### src/rtl/seq_alu_pkg.sv
`default_nettype none
// +----------------------------------------------------------------------+
// | seq_alu_pkg : shared types for the handshaked sequential ALU         |
// | Revision    : 1.0                                                    |
// +----------------------------------------------------------------------+
package seq_alu_pkg;

  localparam int OPCODE_W = 4;

  typedef enum logic [OPCODE_W-1:0] {
    ALU_ADD  = 4'h0,
    ALU_SUB  = 4'h1,
    ALU_AND  = 4'h2,
    ALU_OR   = 4'h3,
    ALU_XOR  = 4'h4,
    ALU_SHL  = 4'h5,
    ALU_SHR  = 4'h6,
    ALU_SRA  = 4'h7,
    ALU_SLT  = 4'h8,
    ALU_SLTU = 4'h9,
    ALU_MUL  = 4'hA
  } alu_op_e;

  typedef enum logic [1:0] {
    ST_IDLE = 2'd0,
    ST_MUL  = 2'd1,
    ST_HOLD = 2'd2
  } state_e;

  typedef struct packed {
    logic zero;
    logic carry;
    logic overflow;
    logic negative;
    logic illegal;
  } flags_t;

endpackage
`default_nettype wire

### src/rtl/seq_alu_hs_if.sv
`default_nettype none
// +----------------------------------------------------------------------+
// | seq_alu_hs_if : request/result handshake bundle of the sequential ALU|
// | Revision      : 1.0                                                  |
// +----------------------------------------------------------------------+
interface seq_alu_hs_if #(
  parameter int WIDTH = 8
);
  logic             in_valid;
  logic             in_ready;
  logic [3:0]       opcode;
  logic [WIDTH-1:0] A;
  logic [WIDTH-1:0] B;
  logic             out_valid;
  logic             out_ready;
  logic [WIDTH-1:0] Result;
  logic             Zero;
  logic             Carry;
  logic             Overflow;
  logic             Negative;
  logic             Illegal;
  logic             busy;

  modport master (
    output in_valid, opcode, A, B, out_ready,
    input  in_ready, out_valid, Result, Zero, Carry, Overflow, Negative,
           Illegal, busy
  );

  modport slave (
    input  in_valid, opcode, A, B, out_ready,
    output in_ready, out_valid, Result, Zero, Carry, Overflow, Negative,
           Illegal, busy
  );
endinterface
`default_nettype wire

### src/rtl/seq_alu_mul_iter.sv
`default_nettype none
// +----------------------------------------------------------------------+
// | seq_alu_mul_iter : shift-add multiplier, one partial product / cycle |
// | Revision         : 1.0                                               |
// +----------------------------------------------------------------------+
module seq_alu_mul_iter #(
  parameter int WIDTH = 8
) (
  input  logic             clk,
  input  logic             rst_n,
  input  logic             start_i,
  input  logic [WIDTH-1:0] a_i,
  input  logic [WIDTH-1:0] b_i,
  output logic             done_o,
  output logic [WIDTH-1:0] lo_o,
  output logic             hi_nonzero_o
);
  localparam int CNT_W = $clog2(WIDTH);

  logic               active_q;
  logic [CNT_W-1:0]   cnt_q;
  logic [WIDTH-1:0]   mcand_q;
  logic [2*WIDTH-1:0] prod_q;
  logic [WIDTH:0]     add_sum;
  logic [2*WIDTH-1:0] prod_nx;

  // Upper half accumulates, lower half holds the multiplier bits still to consume.
  always_comb begin
    add_sum = {1'b0, prod_q[2*WIDTH-1:WIDTH]}
            + (prod_q[0] ? {1'b0, mcand_q} : {(WIDTH+1){1'b0}});
    prod_nx = {add_sum, prod_q[WIDTH-1:1]};
  end

  // Outputs show the post-step product so the caller can register it on the final edge.
  assign done_o       = active_q && (cnt_q == CNT_W'(WIDTH-1));
  assign lo_o         = prod_nx[WIDTH-1:0];
  assign hi_nonzero_o = |prod_nx[2*WIDTH-1:WIDTH];

  always_ff @(posedge clk or negedge rst_n) begin
    if (!rst_n) begin
      active_q <= 1'b0;
      cnt_q    <= '0;
      mcand_q  <= '0;
      prod_q   <= '0;
    end else if (start_i) begin
      active_q <= 1'b1;
      cnt_q    <= '0;
      mcand_q  <= a_i;
      prod_q   <= {{WIDTH{1'b0}}, b_i};
    end else if (active_q) begin
      prod_q <= prod_nx;
      cnt_q  <= cnt_q + CNT_W'(1);
      if (done_o) begin
        active_q <= 1'b0;
        cnt_q    <= '0;
      end
    end
  end

endmodule
`default_nettype wire

### src/rtl/seq_alu_hs.sv
`default_nettype none
// +----------------------------------------------------------------------+
// | seq_alu_hs : valid/ready sequential ALU; iterative MUL built only    |
// |              when SEQ_ALU_MUL_EN is defined                          |
// | Revision   : 1.0                                                     |
// +----------------------------------------------------------------------+
module seq_alu_hs
  import seq_alu_pkg::*;
#(
  parameter int WIDTH = 8
) (
  input  logic        clk,
  input  logic        rst_n,
  seq_alu_hs_if.slave bus_s
);
  localparam int SHAMT_W = $clog2(WIDTH);

  typedef struct packed {
    logic [WIDTH-1:0] res;
    flags_t           fl;
  } alu_out_t;

  function automatic alu_out_t alu_eval(input logic [3:0]       op,
                                        input logic [WIDTH-1:0] a,
                                        input logic [WIDTH-1:0] b);
    alu_out_t           o;
    logic [WIDTH:0]     ext;
    logic [SHAMT_W-1:0] sh;
    o   = '0;
    ext = '0;
    sh  = b[SHAMT_W-1:0];
    case (op)
      ALU_ADD: begin
        ext        = {1'b0, a} + {1'b0, b};
        o.res      = ext[WIDTH-1:0];
        o.fl.carry = ext[WIDTH];
        o.fl.overflow = (a[WIDTH-1] == b[WIDTH-1]) && (o.res[WIDTH-1] != a[WIDTH-1]);
      end
      ALU_SUB: begin
        ext        = {1'b0, a} - {1'b0, b};
        o.res      = ext[WIDTH-1:0];
        o.fl.carry = ext[WIDTH];
        o.fl.overflow = (a[WIDTH-1] != b[WIDTH-1]) && (o.res[WIDTH-1] != a[WIDTH-1]);
      end
      ALU_AND:  o.res = a & b;
      ALU_OR:   o.res = a | b;
      ALU_XOR:  o.res = a ^ b;
      ALU_SHL:  o.res = a << sh;
      ALU_SHR:  o.res = a >> sh;
      ALU_SRA:  o.res = $signed(a) >>> sh;
      ALU_SLT:  o.res = {{(WIDTH-1){1'b0}}, ($signed(a) < $signed(b))};
      ALU_SLTU: o.res = {{(WIDTH-1){1'b0}}, (a < b)};
      default:  o.fl.illegal = 1'b1;
    endcase
    o.fl.zero     = (o.res == '0);
    o.fl.negative = o.res[WIDTH-1];
    return o;
  endfunction

  state_e           st_q, st_d;
  logic [WIDTH-1:0] result_q;
  flags_t           flags_q;
  logic             in_ready, out_valid, busy;
  logic             accept, is_mul;
  alu_out_t         alu_w;
  logic             mul_done, mul_hi_nz;
  logic [WIDTH-1:0] mul_lo;
  flags_t           mul_fl;

  assign accept = bus_s.in_valid & in_ready;
  assign alu_w  = alu_eval(bus_s.opcode, bus_s.A, bus_s.B);

`ifdef SEQ_ALU_MUL_EN
  assign is_mul = (bus_s.opcode == ALU_MUL);

  seq_alu_mul_iter #(.WIDTH(WIDTH)) u_mul (
    .clk          (clk),
    .rst_n        (rst_n),
    .start_i      (accept & is_mul),
    .a_i          (bus_s.A),
    .b_i          (bus_s.B),
    .done_o       (mul_done),
    .lo_o         (mul_lo),
    .hi_nonzero_o (mul_hi_nz)
  );
`else
  assign is_mul    = 1'b0;
  assign mul_done  = 1'b0;
  assign mul_lo    = '0;
  assign mul_hi_nz = 1'b0;
`endif

  always_comb begin
    mul_fl          = '0;
    mul_fl.zero     = (mul_lo == '0);
    mul_fl.overflow = mul_hi_nz;
    mul_fl.negative = mul_lo[WIDTH-1];
  end

  always_ff @(posedge clk or negedge rst_n) begin
    if (!rst_n) st_q <= ST_IDLE;
    else        st_q <= st_d;
  end

  always_comb begin
    st_d = st_q;
    case (st_q)
      ST_IDLE: if (accept) st_d = is_mul ? ST_MUL : ST_HOLD;
      ST_MUL:  if (mul_done) st_d = ST_HOLD;
      ST_HOLD: begin
        if (accept)               st_d = is_mul ? ST_MUL : ST_HOLD;
        else if (bus_s.out_ready) st_d = ST_IDLE;
      end
      default: st_d = ST_IDLE;
    endcase
  end

  always_comb begin
    in_ready  = 1'b0;
    out_valid = 1'b0;
    busy      = 1'b0;
    case (st_q)
      ST_IDLE: in_ready = 1'b1;
`ifdef SEQ_ALU_MUL_EN
      ST_MUL:  busy = 1'b1;
`endif
      ST_HOLD: begin
        out_valid = 1'b1;
        in_ready  = bus_s.out_ready;
      end
      default: ;
    endcase
  end

  // Result and flags change only on completion, so they stay put under backpressure.
  always_ff @(posedge clk or negedge rst_n) begin
    if (!rst_n) begin
      result_q <= '0;
      flags_q  <= '0;
    end else if (mul_done) begin
      result_q <= mul_lo;
      flags_q  <= mul_fl;
    end else if (accept && !is_mul) begin
      result_q <= alu_w.res;
      flags_q  <= alu_w.fl;
    end
  end

  assign bus_s.in_ready  = in_ready;
  assign bus_s.out_valid = out_valid;
  assign bus_s.busy      = busy;
  assign bus_s.Result    = result_q;
  assign bus_s.Zero      = flags_q.zero;
  assign bus_s.Carry     = flags_q.carry;
  assign bus_s.Overflow  = flags_q.overflow;
  assign bus_s.Negative  = flags_q.negative;
  assign bus_s.Illegal   = flags_q.illegal;

endmodule
`default_nettype wire

### src/flat_wrapper.sv
// flat-port wrapper written by rule: the top's interface ports become plain ports
module seq_alu_hs_flat import seq_alu_pkg::*;
#(
  parameter int WIDTH = 8
)
  (clk, rst_n, bus_s_in_valid, bus_s_opcode, bus_s_A, bus_s_B, bus_s_out_ready, bus_s_in_ready, bus_s_out_valid, bus_s_Result, bus_s_Zero, bus_s_Carry, bus_s_Overflow, bus_s_Negative, bus_s_Illegal, bus_s_busy);
  seq_alu_hs_if #(.WIDTH(WIDTH)) bus_s_i ();
  input  logic clk;
  input  logic rst_n;
  input wire logic [$bits(bus_s_i.in_valid)-1:0] bus_s_in_valid;
  input wire logic [$bits(bus_s_i.opcode)-1:0] bus_s_opcode;
  input wire logic [$bits(bus_s_i.A)-1:0] bus_s_A;
  input wire logic [$bits(bus_s_i.B)-1:0] bus_s_B;
  input wire logic [$bits(bus_s_i.out_ready)-1:0] bus_s_out_ready;
  output wire logic [$bits(bus_s_i.in_ready)-1:0] bus_s_in_ready;
  output wire logic [$bits(bus_s_i.out_valid)-1:0] bus_s_out_valid;
  output wire logic [$bits(bus_s_i.Result)-1:0] bus_s_Result;
  output wire logic [$bits(bus_s_i.Zero)-1:0] bus_s_Zero;
  output wire logic [$bits(bus_s_i.Carry)-1:0] bus_s_Carry;
  output wire logic [$bits(bus_s_i.Overflow)-1:0] bus_s_Overflow;
  output wire logic [$bits(bus_s_i.Negative)-1:0] bus_s_Negative;
  output wire logic [$bits(bus_s_i.Illegal)-1:0] bus_s_Illegal;
  output wire logic [$bits(bus_s_i.busy)-1:0] bus_s_busy;
  assign bus_s_i.in_valid = bus_s_in_valid;
  assign bus_s_i.opcode = bus_s_opcode;
  assign bus_s_i.A = bus_s_A;
  assign bus_s_i.B = bus_s_B;
  assign bus_s_i.out_ready = bus_s_out_ready;
  assign bus_s_in_ready = bus_s_i.in_ready;
  assign bus_s_out_valid = bus_s_i.out_valid;
  assign bus_s_Result = bus_s_i.Result;
  assign bus_s_Zero = bus_s_i.Zero;
  assign bus_s_Carry = bus_s_i.Carry;
  assign bus_s_Overflow = bus_s_i.Overflow;
  assign bus_s_Negative = bus_s_i.Negative;
  assign bus_s_Illegal = bus_s_i.Illegal;
  assign bus_s_busy = bus_s_i.busy;
  seq_alu_hs #(.WIDTH(WIDTH)) u_core (.clk(clk), .rst_n(rst_n), .bus_s(bus_s_i));
endmodule
### config.mk
export PLATFORM = sky130hd
export DESIGN_NAME = seq_alu_hs_flat
export DESIGN_NICKNAME = d
export VERILOG_FILES = /design/src/rtl/seq_alu_pkg.sv /design/src/rtl/seq_alu_hs_if.sv /design/src/rtl/seq_alu_mul_iter.sv /design/src/rtl/seq_alu_hs.sv /design/src/flat_wrapper.sv
export SDC_FILE = /design/constraint.sdc
export NUM_CORES = 1
export LEC_CHECK = 0
export CAP_MARGIN = 25
export CORE_MARGIN = 2
export CORE_UTILIZATION = 40
export DETAILED_ROUTE_END_ITERATION = 6
export PLACE_DENSITY = 0.68
export SETUP_SLACK_MARGIN = 0.2
export SYNTH_ARGS = -nofsm -noshare
export SYNTH_HDL_FRONTEND = slang
export SYNTH_SLANG_ARGS = --single-unit
### constraint.sdc
create_clock -name clk -period 1.8 [get_ports clk]
set_input_delay 0.18 -clock clk [delete_from_list [all_inputs] [get_ports clk]]
set_output_delay 0.18 -clock clk [all_outputs]
set_load 0.02 [all_outputs]
**Word-level counts from Yosys, hierarchy flattened**

Index checks and enable logic that the tools add are counted.

- Register bits after elaboration: 15
- Input bits: 24
- Output and inout bits: 16
- Logic and storage cells: 52

- Add/subtract/negate cells: 2
- $lt $le $gt $ge: 2
- Eq/ne operators: 17
- Shifts and indexed selects: 3
- Multiplexer cells: 9
- Bitwise gates (word level): 5
- Reductions and logical operators: 7

Operators with widths:

| cell | count |
|---|---|
| $pmux 8 s10 | 1 |
| $eq 4x3->1 const B | 4 |
| $lt 8x8->1 | 2 |
| $reduce_or 10->1 | 1 |
| $add 8x8->9 | 1 |
| $sub 8x8->9 | 1 |
| $and 8x8->8 | 1 |
| $eq 4x2->1 const B | 2 |
| $eq 4x4->1 const B | 2 |
| $logic_not 8->1 | 1 |
| $or 8x8->8 | 1 |
| $shl 8x3->8 | 1 |
| $shr 8x3->8 | 1 |
| $sshr 8x3->8 | 1 |
| $xor 8x8->8 | 1 |
| $mux 2 | 3 |
| $pmux 2 s3 | 1 |
| $eq 4x1->1 const B | 1 |
| $logic_not 4->1 | 1 |
| $pmux 2 s2 | 1 |
| $ne 1x1->1 | 3 |
| $ne 3x2->1 const B | 1 |
| $reduce_and 3->1 | 1 |
| $eq 2x1->1 const B | 1 |
| 9 further kinds | 11 |

**Longest topological paths before layout**

Gate-level depths: netlist (run 1).

- Depth in word-level cells: 5
- Mapped depth: 11
- Depth with buffers taken out: 10

**Worst setup path before layout (run 1)**

Ideal clock, no wire load.

- Path kind: input to register
- From: input port bus_s_B[2]
- To: register u_core.flags_q, in the netlist u_core.bus_s.Zero
- Library setup time: 0.067 ns
- Arrival time: 2.246 ns
- Setup slack: -0.514 ns
- Stages on the path: 11
- Path buffers: 2
- Path through: buf_2 -> inv_2 -> ha_1 -> buf_2 -> inv_2 -> a211oi_4 -> o21ai_1 -> a211oi_1 -> mux2i_1 -> a211oi_1 -> a32o_1

- Word-level cells in the longest chain between the ends: 3

Ends and longest elaborated chain:

| what | RTL line | source |
|---|---|---|
| start, declared | flat_wrapper.sv:13 | `input wire logic [$bits(bus_s_i.B)-1:0] bus_s_B;` |
| $sub 8x8->9, or another cell as far along | seq_alu_hs.sv:40 | `ext = {1'b0, a} - {1'b0, b};` |
| $pmux 8 s10 (*) | seq_alu_hs.sv:32 | `case (op)` |
| $logic_not 8->1 (*) | seq_alu_hs.sv:55 | `o.fl.zero = (o.res == '0);` |
| end signal, assigned | seq_alu_hs.sv:142 | `flags_q <= mul_fl;` |
| end signal, assigned | seq_alu_hs.sv:145 | `flags_q <= alu_w.fl;` |
| end, declared | seq_alu_hs.sv:62 | `flags_t flags_q;` |

Mark *: on every way between the ends. The rest lies on a longest branch, timed or not.
A chain may end at the register's enable or synchronous reset.

**Worst setup path in the final report (run 1)**

- From: input port bus_s_A[1]
- To: register u_core.flags_q, in the netlist u_core.bus_s.Zero

- Word-level cells in the longest chain between the ends: 3

Ends and longest elaborated chain:

| what | RTL line | source |
|---|---|---|
| start, declared | flat_wrapper.sv:12 | `input wire logic [$bits(bus_s_i.A)-1:0] bus_s_A;` |
| $sub 8x8->9, or another cell as far along | seq_alu_hs.sv:40 |  |
| $pmux 8 s10 (*) | seq_alu_hs.sv:32 |  |
| $logic_not 8->1 (*) | seq_alu_hs.sv:55 |  |

Marks and branches as above.

==> flow_summary.yaml, run 1 <==
sta:
  setup_violations: 7
  final_max_slew_viol_count: 0
  hold_viol: 0
  finalSetupTns_ps: -1170
  fmax_mhz: 486
  finClkSkew_ps: 0.753
  fin_ws_ps: -257
  finalCritPeriodShare: 1.14
  hold_ws_ps: 309
  worst_pin_slew_ps: 578
  rsz0062_at_grt: "true"
  max_slew_margin: 0.614
  period_minus_slack_ps: 2060
route:
  wl_per_cell_um: 19.2
  viasPerCell: 6.07
  num_vias: 3234
  post-route-drc-count: 0
  drt.antenna.violating_nets: 0
  drt_wl_total_mm: 10.2
  drt_pass1_iterations: 5
  first_iter_violations: 295
global_route:
  grt_pass1_wl_mm: 15.8
  grt_pass1_vias: 3131
  antenna_found_initial: 0
  grt.overflow.total: 0
  grt.total_usage: 0.282
  grt_max_degree: 20
setup_path:
  worstPathArrival_ps: 2240
  cp-end-kind: "flip-flop"
  cp_max_fo: 6
  critPathRequiredTime_ps: 1980
  worstSetupPathType: "in -> reg"
  cp-start-kind: "input port"
logic_synthesis:
  syn-instance-count: 305
  synth-edff-count: 0
  synthDistinctLibCells: 75
  yosysWarnings: 0
  synth-seq-area-share: 0.130
  synth_area_um2: 2500
  async_reset_ff_frac: 1.00
  ys_ff_latch: 13
  synth_area_per_cell_um2: 8.21
  syn_nets: 356
  synth_flop_cell: "dfrtp_1"
layout:
  drive_gt1_frac: 0.535
  diodes: 0
  layout.cells.non_filler: 533
  seq_area_um2: 325
  fill_cells: 428
  area_growth_syn_to_layout_pct: 77.3
  fin_nets: 510
  multi_input_area_um2: 2360
placement:
  gp_congestion: 0.969
  dp.final_hpwl_mm: 7.51
  dp.cells: 495
  port_buffers: 38
power:
  power_density_nw_per_um2: 430
  leakage_nw: 1.95
  power_mw: 1.91
  ir_worst_vdd_v: 0.000575
die:
  start_util: 0.418
  die_y_um: 83.1
  core_area_um2: 5990
  die-area_um2: 6910
  die_x_um: 83.1
  io_pins: 40
  fp-row-count: 28
cts:
  cts_sinks: 13
  cts_tree: "done"
  root_buffer: "clkbuf_8"
  htreeDepth: 1
  clock_path_buffers: 2
  clk_latency_ps: 240
  numCtsBuffers: 3
  clk_pin_slew_worst_paths_ps: 60
flow_run:
  drv_cap: 0
worst_hold_path:
  hold_class: "in -> async"
outcome:
  outcome: "complete, but fails checks"
  violations: "negative setup slack"
-- registers in the layout (all words and copies together), names as in the netlist --
| name | flops |
|---|---|
| u_core.bus_s.Zero | 1 |
| u_core.bus_s.Overflow | 1 |
| u_core.bus_s.Result | 7 |
| u_core.bus_s.Carry | 1 |
| u_core.st_q | 1 |
| u_core.bus_s.Illegal | 1 |
| u_core.bus_s.Negative | 1 |
-- repair_timing --
action	CTS	global route
hold buffers	0	0
setup endpoints to repair	11	11
pin swaps	39	27
resized for setup	140	44
setup buffers	25	9
-- worst max-delay path: stages --
cell and delay (ps):
buf_6 110, buf_6 130, ha_2 180, o21bai_4 180
a21oi_2 230, xnor2_2 130, a2111oi_4 420, o2111ai_2 180
nor4_2 290, a32o_1 200
-- cells by family after synthesis --
family,after synthesis,share of synthesized area
buffers and inverters,47,0.0849
adders and majority gates,27,0.141
and+or+nand+nor,100,0.214
AOI/OAI and AO/OA,94,0.295
other,1,0.00150
muxes,20,0.123
DFF,13,0.130
xor gates and xnor gates,3,0.0105
-- final timing paths --
kind / slack [ps] / end / depth (start not counted) / startpoint
max in group asynchronous: 1110 / u_core.bus_s.Carry$_DFFE_PN0P_ / 1 / rst_n
min in group clk: 460 / u_core.bus_s.Illegal$_DFFE_PN0P_ / 4 / bus_s_opcode[3]
min: 310 / u_core.bus_s.Result[0]$_DFFE_PN0P_ / 1 / rst_n
max: -260 / u_core.bus_s.Zero$_DFFE_PN0P_ / 10 / bus_s_A[1]
min reg2reg: 480 / u_core.bus_s.Result[0]$_DFFE_PN0P_ / 2 / u_core.bus_s.Result[0]$_DFFE_PN0P_
max reg2reg: -60 / u_core.bus_s.Zero$_DFFE_PN0P_ / 7 / u_core.st_q[1]$_DFFE_PN0P_
-- layer usage --
metal  global-route usage  vias to the layer above  wire, µm  share of wire
met1                0.357                     1568      4040           0.39
met2                0.487                      189      5100           0.50
li1                     -                     1447         -              -
met3               0.0348                       30       762          0.074
met5                    0                        -         0              0
met4                0.106                        0       342          0.033
-- synth_stat cells (all sizes together) (4+ instances only) --
cell type | n | area [µm²]
nand2b | 5 | 31.3
mux2i | 9 | 90.1
o21bai | 4 | 30.0
nor3 | 5 | 25.0
dfrtp | 13 | 325
ha | 25 | 313
buf | 16 | 96.3
clkbuf | 6 | 22.5
nor2 | 23 | 88.8
mux4 | 8 | 184
a211oi | 6 | 57.6
a2111oi | 4 | 72.6
nand3 | 9 | 45.0
o21ai | 14 | 70.1
a31oi | 4 | 25.0
o211ai | 6 | 45.0
a21oi | 16 | 83.8
nand2 | 31 | 116
o21a | 4 | 30.0
inv | 25 | 93.8
-- report_power, final --
part / internal, mW / switching (mW) / leakage, nW / total [mW]
logic: 0.670 / 0.624 / 1.76 / 1.29
clock network: 0.156 / 0.104 / 0.0228 / 0.261
registers: 0.332 / 0.0247 / 0.165 / 0.357
total: 1.16 / 0.753 / 1.95 / 1.91
-- through the flow --
stage	area, µm²	utilization	setup slack (ps)
final	4440	0.741	-257
after global routing	4440	0.741	-358
after CTS	4230	0.706	-199
after detailed placement	3690	0.616	-1070
after global placement	3690	0.616	-1010
after floorplan	2630	-	-275
-- cell usage in the layout (no fill, tap or decap), types with 5 or more instances in the layout --
cell             netlist  final
a21oi_1               15     10
a21oi_2                1      5
buf_12                 0      5
buf_4                  4    112
buf_6                  1     21
clkdlybuf4s50_1        0     18
dfrtp_1               13     13
ha_1                  25      8
ha_2                   0      6
ha_4                   0     11
inv_1                 22     11
inv_2                  3      7
inv_4                  0      6
mux2i_1                9      9
mux4_2                 7      8
nand2_1               31     29
nand3_1                9      8
nor2_1                22     19
o211ai_1               6      6
o21ai_0                7      7
o21ai_1                7      6
-- cell type report --
| type | count | share of cell area |
|---|---|---|
| inverter | 25 | 0.0262 |
| clock buffer | 4 | 0.0101 |
| tap | 75 | 0.0211 |
| sequential | 13 | 0.0732 |
| multi-input combinational | 245 | 0.532 |
| timing repair buffer | 171 | 0.337 |
Power figures use the tool's default switching activity.
==> run 2, diff against run 1 <==
--- a/config.mk
+++ b/config.mk
@@ -9,7 +9,7 @@
 export CORE_MARGIN = 2
 export CORE_UTILIZATION = 40
 export DETAILED_ROUTE_END_ITERATION = 6
-export PLACE_DENSITY = 0.68
+export PLACE_DENSITY = 0.66
 export SETUP_SLACK_MARGIN = 0.2
 export SYNTH_ARGS = -nofsm -noshare
 export SYNTH_HDL_FRONTEND = slang
==> constraint.sdc (replaced) <==
create_clock -name clk -period 2.4 [get_ports clk]
set_input_delay 0.24 -clock clk [delete_from_list [all_inputs] [get_ports clk]]
set_output_delay 0.24 -clock clk [all_outputs]
set_load 0.02 [all_outputs]
==> flow_summary.yaml, run 2 (synthesized netlist as in run 1, its figures left out) <==
sta:
  setup_violations: 0
  period_minus_slack_ps: 2220
  rsz0062_at_grt: "true"
  final_max_slew_viol_count: 0
  hold_viol: 0
  fmax_mhz: 450
  finalCritPeriodShare: 0.926
  fin_ws_ps: 178
  finClkSkew_ps: 0.400
  worst_pin_slew_ps: 708
  max_slew_margin: 0.527
power:
  leakage_nw: 1.89
  power_mw: 1.33
  power_density_nw_per_um2: 319
  ir_worst_vdd_v: 0.000345
setup_path:
  critPathRequiredTime_ps: 2530
  r2r_slack_ps: 580
  worstPathArrival_ps: 2350
  cp-start-kind: "input port"
  cp_max_fo: 6
  cp-end-kind: "flip-flop"
  r2r_end: "u_core.bus_s.Zero$_DFFE_PN0P_"
  cpMostUsedCell: "inv_1"
  worstSetupPathType: "in -> reg"
  r2r_start: "u_core.st_q[1]$_DFFE_PN0P_"
  slowest_delay_ps: 660
  path_cells: "buf_8 > buf_6 > buf_4 > inv_1 > ha_1 > inv_1 > a2111oi_1 > a31oi_4 > o211ai_1 > a311o_1 > nor4_2 > a32o_1"
  cp-startpoint: "bus_s_B[0]"
  slowest_stage: "a2111oi_1"
  r2r_cells: 7
  endpoint: "u_core.bus_s.Zero$_DFFE_PN0P_"
placement:
  gp_congestion: 0.935
  dpl_worst_slack_ps: -501
  post_dp_cell_area_um2: 3650
  port_buffers: 38
  dp.final_hpwl_mm: 6.82
die:
  die-area_um2: 6910
  io_pins: 40
  die_y_um: 83.1
  start_util: 0.418
  die_x_um: 83.1
  core_area_um2: 5990
  fp-row-count: 28
global_route:
  grt_max_degree: 15
  grt.total_usage: 0.247
  antenna_found_initial: 0
  grt_pass1_wl_mm: 14.1
  grt.overflow.total: 0
  grt_pass1_vias: 2889
cts:
  ctsHoldBuffers: 0
  clock_path_buffers: 2
  cts_sinks: 13
  cts_tree: "done"
  clk_pin_slew_worst_paths_ps: 50
  htreeDepth: 1
  numCtsBuffers: 3
  clk_latency_ps: 240
  root_buffer: "clkbuf_8"
flow_run:
  drv_cap: 0
outcome:
  outcome: "finished, final reports clean"
layout:
  diodes: 0
  fin_nets: 502
  drive_gt1_frac: 0.462
  final_area_um2: 4150
  layout_common_cells: "buf_4, nand2_1, nor2_1"
  final_common_cell: "buf_4"
  area_growth_syn_to_layout_pct: 65.7
  largest_reg_flops: 7
  fin_util: 0.693
  fill_cells: 459
route:
  first_iter_violations: 287
  drt_wl_total_mm: 9.10
  num_vias: 3041
  viasPerCell: 5.79
  drt_pass1_iterations: 4
  drt.antenna.violating_nets: 0
  post-route-drc-count: 0
  wl_per_cell_um: 17.3
worst_hold_path:
  hold_class: "in -> async"
==> run 2: layout make-up <==
cell class / instances / area, µm² / area share
multi-input cells: 245 / 2250 / 0.541
repair buffers: 163 / 1340 / 0.323
flip-flops and latches: 13 / 325 / 0.0784
inverters: 25 / 98.8 / 0.0238
well taps: 75 / 93.8 / 0.0226
clock buffers: 4 / 45.0 / 0.0109
==> run 2: timing repair <==
| action | CTS | global route |
|---|---|---|
| endpoints found under the setup margin | 10 | 8 |
| gates resized for setup | 60 | 57 |
| setup buffers | 12 | 9 |
| pin swaps | 19 | 22 |
| cloned | 0 | 1 |
==> run 2: worst min-delay path by stage <==
stage	from	endpoint	slack [ps]	depth (start not counted)
after detailed placement	u_core.bus_s.Result[0]$_DFFE_PN0P_	u_core.bus_s.Result[0]$_DFFE_PN0P_	460	2
after floorplan	rst_n	u_core.bus_s.Carry$_DFFE_PN0P_	-60	0
after global placement	u_core.bus_s.Result[0]$_DFFE_PN0P_	u_core.bus_s.Result[0]$_DFFE_PN0P_	460	2
after global routing	rst_n	u_core.bus_s.Result[4]$_DFFE_PN0P_	410	1
final	rst_n	u_core.bus_s.Result[4]$_DFFE_PN0P_	360	1
after CTS	rst_n	u_core.bus_s.Result[6]$_DFFE_PN0P_	380	1
==> run 2: power breakdown <==
group / switching, mW / total [mW] / internal (mW)
sequential: 0.0160 / 0.265 / 0.249
clock: 0.0722 / 0.189 / 0.117
combinational: 0.424 / 0.871 / 0.447
total: 0.512 / 1.33 / 0.813
==> run 2: metal layers <==
layer | GRT usage | vias to the layer above | share of wire
li1 | - | 1434 | -
met1 | 0.312 | 1433 | 0.40
met2 | 0.439 | 138 | 0.49
met3 | 0.0268 | 36 | 0.071
met4 | 0.0760 | 0 | 0.036
met5 | 0 | - | 0
==> run 2: through the flow <==
step,cells,hold WS [ps],setup TNS (ps)
final,525,362,0
after CTS,515,384,0
after global routing,525,406,0
after global placement,499,461,-2460
after detailed placement,499,463,-2870
after floorplan,305,-55.6,0
==> run 2: worst max-delay path: cells and delay by family <==
kind                       cells  cell delay, ps
AOI/OAI and AO/OA              5            1310
adders and majority gates      1             300
buffers and inverters          5             420
and+or+nand+nor                1              60
==> run 3, diff against run 2 <==
--- a/config.mk
+++ b/config.mk
@@ -6,7 +6,6 @@
 export NUM_CORES = 1
 export LEC_CHECK = 0
 export CAP_MARGIN = 25
-export CORE_MARGIN = 2
 export CORE_UTILIZATION = 40
 export DETAILED_ROUTE_END_ITERATION = 6
 export PLACE_DENSITY = 0.66
==> flow_summary.yaml, run 3 (synthesized netlist as in run 1, its figures left out) <==
setup_path:
  worstSetupPathType: "in -> reg"
  worstPathArrival_ps: 2330
  path_depth: 10
  r2r_cells: 7
  critPathBufInv: 2
  slowest_delay_ps: 410
  cp_max_fo: 4
  cp-end-kind: "flip-flop"
  cp-start-kind: "input port"
  path_cells: "buf_8 > buf_6 > fa_2 > nor3_4 > a211o_1 > nor3_1 > a2111oi_4 > o311ai_4 > nor4_2 > a32o_2"
  slowest_stage: "fa_2"
  critPathRequiredTime_ps: 2580
  cp_top_family: "compound AO/OA/AOI/OAI gates"
die:
  io_pins: 40
  die_y_um: 81.1
  start_util: 0.418
  fp-row-count: 28
  die-area_um2: 6580
  core_area_um2: 5990
  die_x_um: 81.1
power:
  ir_worst_vdd_v: 0.000395
  leakage_nw: 1.79
  power_mw: 1.34
  power_density_nw_per_um2: 330
global_route:
  antenna_found_initial: 0
  grt_pass1_vias: 2907
  grt_pass1_wl_mm: 14.6
  grt.total_usage: 0.296
  grt_max_degree: 20
  grt.overflow.total: 0
layout:
  fin_nets: 486
  fin_util: 0.677
  multi_input_area_um2: 2260
  seq_area_um2: 325
  area_growth_syn_to_layout_pct: 61.9
  largest_reg_flops: 7
  final_common_cell: "buf_4"
  diodes: 0
  drive_gt1_frac: 0.440
  layout.cells.non_filler: 509
  fill_cells: 493
  layout_common_cells: "buf_4, nand2_1, nor2_1"
sta:
  worst_pin_slew_ps: 560
  finalCritPeriodShare: 0.898
  hold_viol: 0
  setup_violations: 0
  max_slew_margin: 0.626
  period_minus_slack_ps: 2150
  fmax_mhz: 464
  final_max_slew_viol_count: 0
  hold_ws_ps: 366
  fin_ws_ps: 246
  rsz0062_at_grt: "true"
  finClkSkew_ps: 4.12
placement:
  dp.cells: 493
  gp_congestion: 0.950
  dp.final_hpwl_mm: 7.31
  port_buffers: 38
  dpl_worst_slack_ps: -587
cts:
  cts_tree: "done"
  cts_sinks: 13
  clk_pin_slew_worst_paths_ps: 50
  clk_latency_ps: 240
  root_buffer: "clkbuf_8"
  ctsHoldBuffers: 0
  clock_path_buffers: 2
  htreeDepth: 1
  numCtsBuffers: 3
route:
  first_iter_violations: 315
  viasPerCell: 6.00
  route.met3.wl_um: 757
  drt_pass1_iterations: 5
  wl_per_cell_um: 18.4
  drt_wl_total_mm: 9.39
  met2_length_mm: 4.48
  drt.antenna.violating_nets: 0
  wl_met1_mm: 3.93
  post-route-drc-count: 0
  num_vias: 3056
  top_layer: "met4"
outcome:
  outcome: "finished, final reports clean"
worst_hold_path:
  hold_class: "in -> async"
flow_run:
  drv_cap: 0
run 3: changes by cell type in the layout (fill, tap and decap cells not counted), moves of 2 or more:
| cell | change |
|---|---|
| ha_2 | -2 |
| dlymetal6s2s_1 | -5 |
| buf_2 | +3 |
| buf_6 | -6 |
| dlygate4sd2_1 | +6 |
| inv_1 | -2 |
| clkbuf_2 | -6 |
| buf_8 | +2 |
| buf_4 | -12 |
| nor3_2 | -2 |
run 3: worst reg2reg max path: cells and delay by family, from the launching register on:
| kind | cells | cell delay (ps) |
|---|---|---|
| compound gates | 3 | 780 |
| simple gates | 4 | 760 |
| flops | 1 | 370 |
run 3: cell type report:
type                            instances  area share
Clock buffer                            4      0.0111
Inverter                               25      0.0250
Multi-Input combinational cell        245       0.557
Sequential cell                        13      0.0802
Tap cell                               75      0.0231
Timing Repair Buffer                  147       0.304
run 3: per-layer routing:
layer | track usage | vias up
li1 | - | 1402
met1 | 0.388 | 1464
met2 | 0.501 | 166
met3 | 0.0348 | 24
met4 | 0.0929 | 0
met5 | 0 | -
run 3: per-stage QoR:
step,TNS (ps),cell area (µm²)
2_1_floorplan,0,2530
3_3_place_gp,-2900,3610
3_5_place_dp,-3430,3610
4_1_cts,0,3920
5_1_grt,0,4060
6_report,0,4060
run 3: what timing repair did:
item | in CTS | in global routing
pin swaps | 24 | 20
gates cloned | 1 | 0
setup buffers | 8 | 3
gates resized for setup | 92 | 31
setup endpoints to repair | 10 | 6
run 3: power breakdown:
group | internal, mW | switching [mW]
logic | 0.446 | 0.439
registers | 0.249 | 0.0155
clock network | 0.117 | 0.0712
run 3: path summary, 6_finish.rpt:
check | slack [ps] | start | end
worst max register to register | 430 | u_core.st_q[1]$_DFFE_PN0P_ | u_core.bus_s.Zero$_DFFE_PN0P_
worst min register to register | 480 | u_core.bus_s.Result[0]$_DFFE_PN0P_ | u_core.bus_s.Result[0]$_DFFE_PN0P_
max in group asynchronous | 1660 | rst_n | u_core.bus_s.Illegal$_DFFE_PN0P_
worst max-delay path | 250 | bus_s_B[1] | u_core.bus_s.Zero$_DFFE_PN0P_
worst min-delay path | 370 | rst_n | u_core.bus_s.Result[6]$_DFFE_PN0P_
min in group clk | 480 | u_core.bus_s.Result[0]$_DFFE_PN0P_ | u_core.bus_s.Result[0]$_DFFE_PN0P_
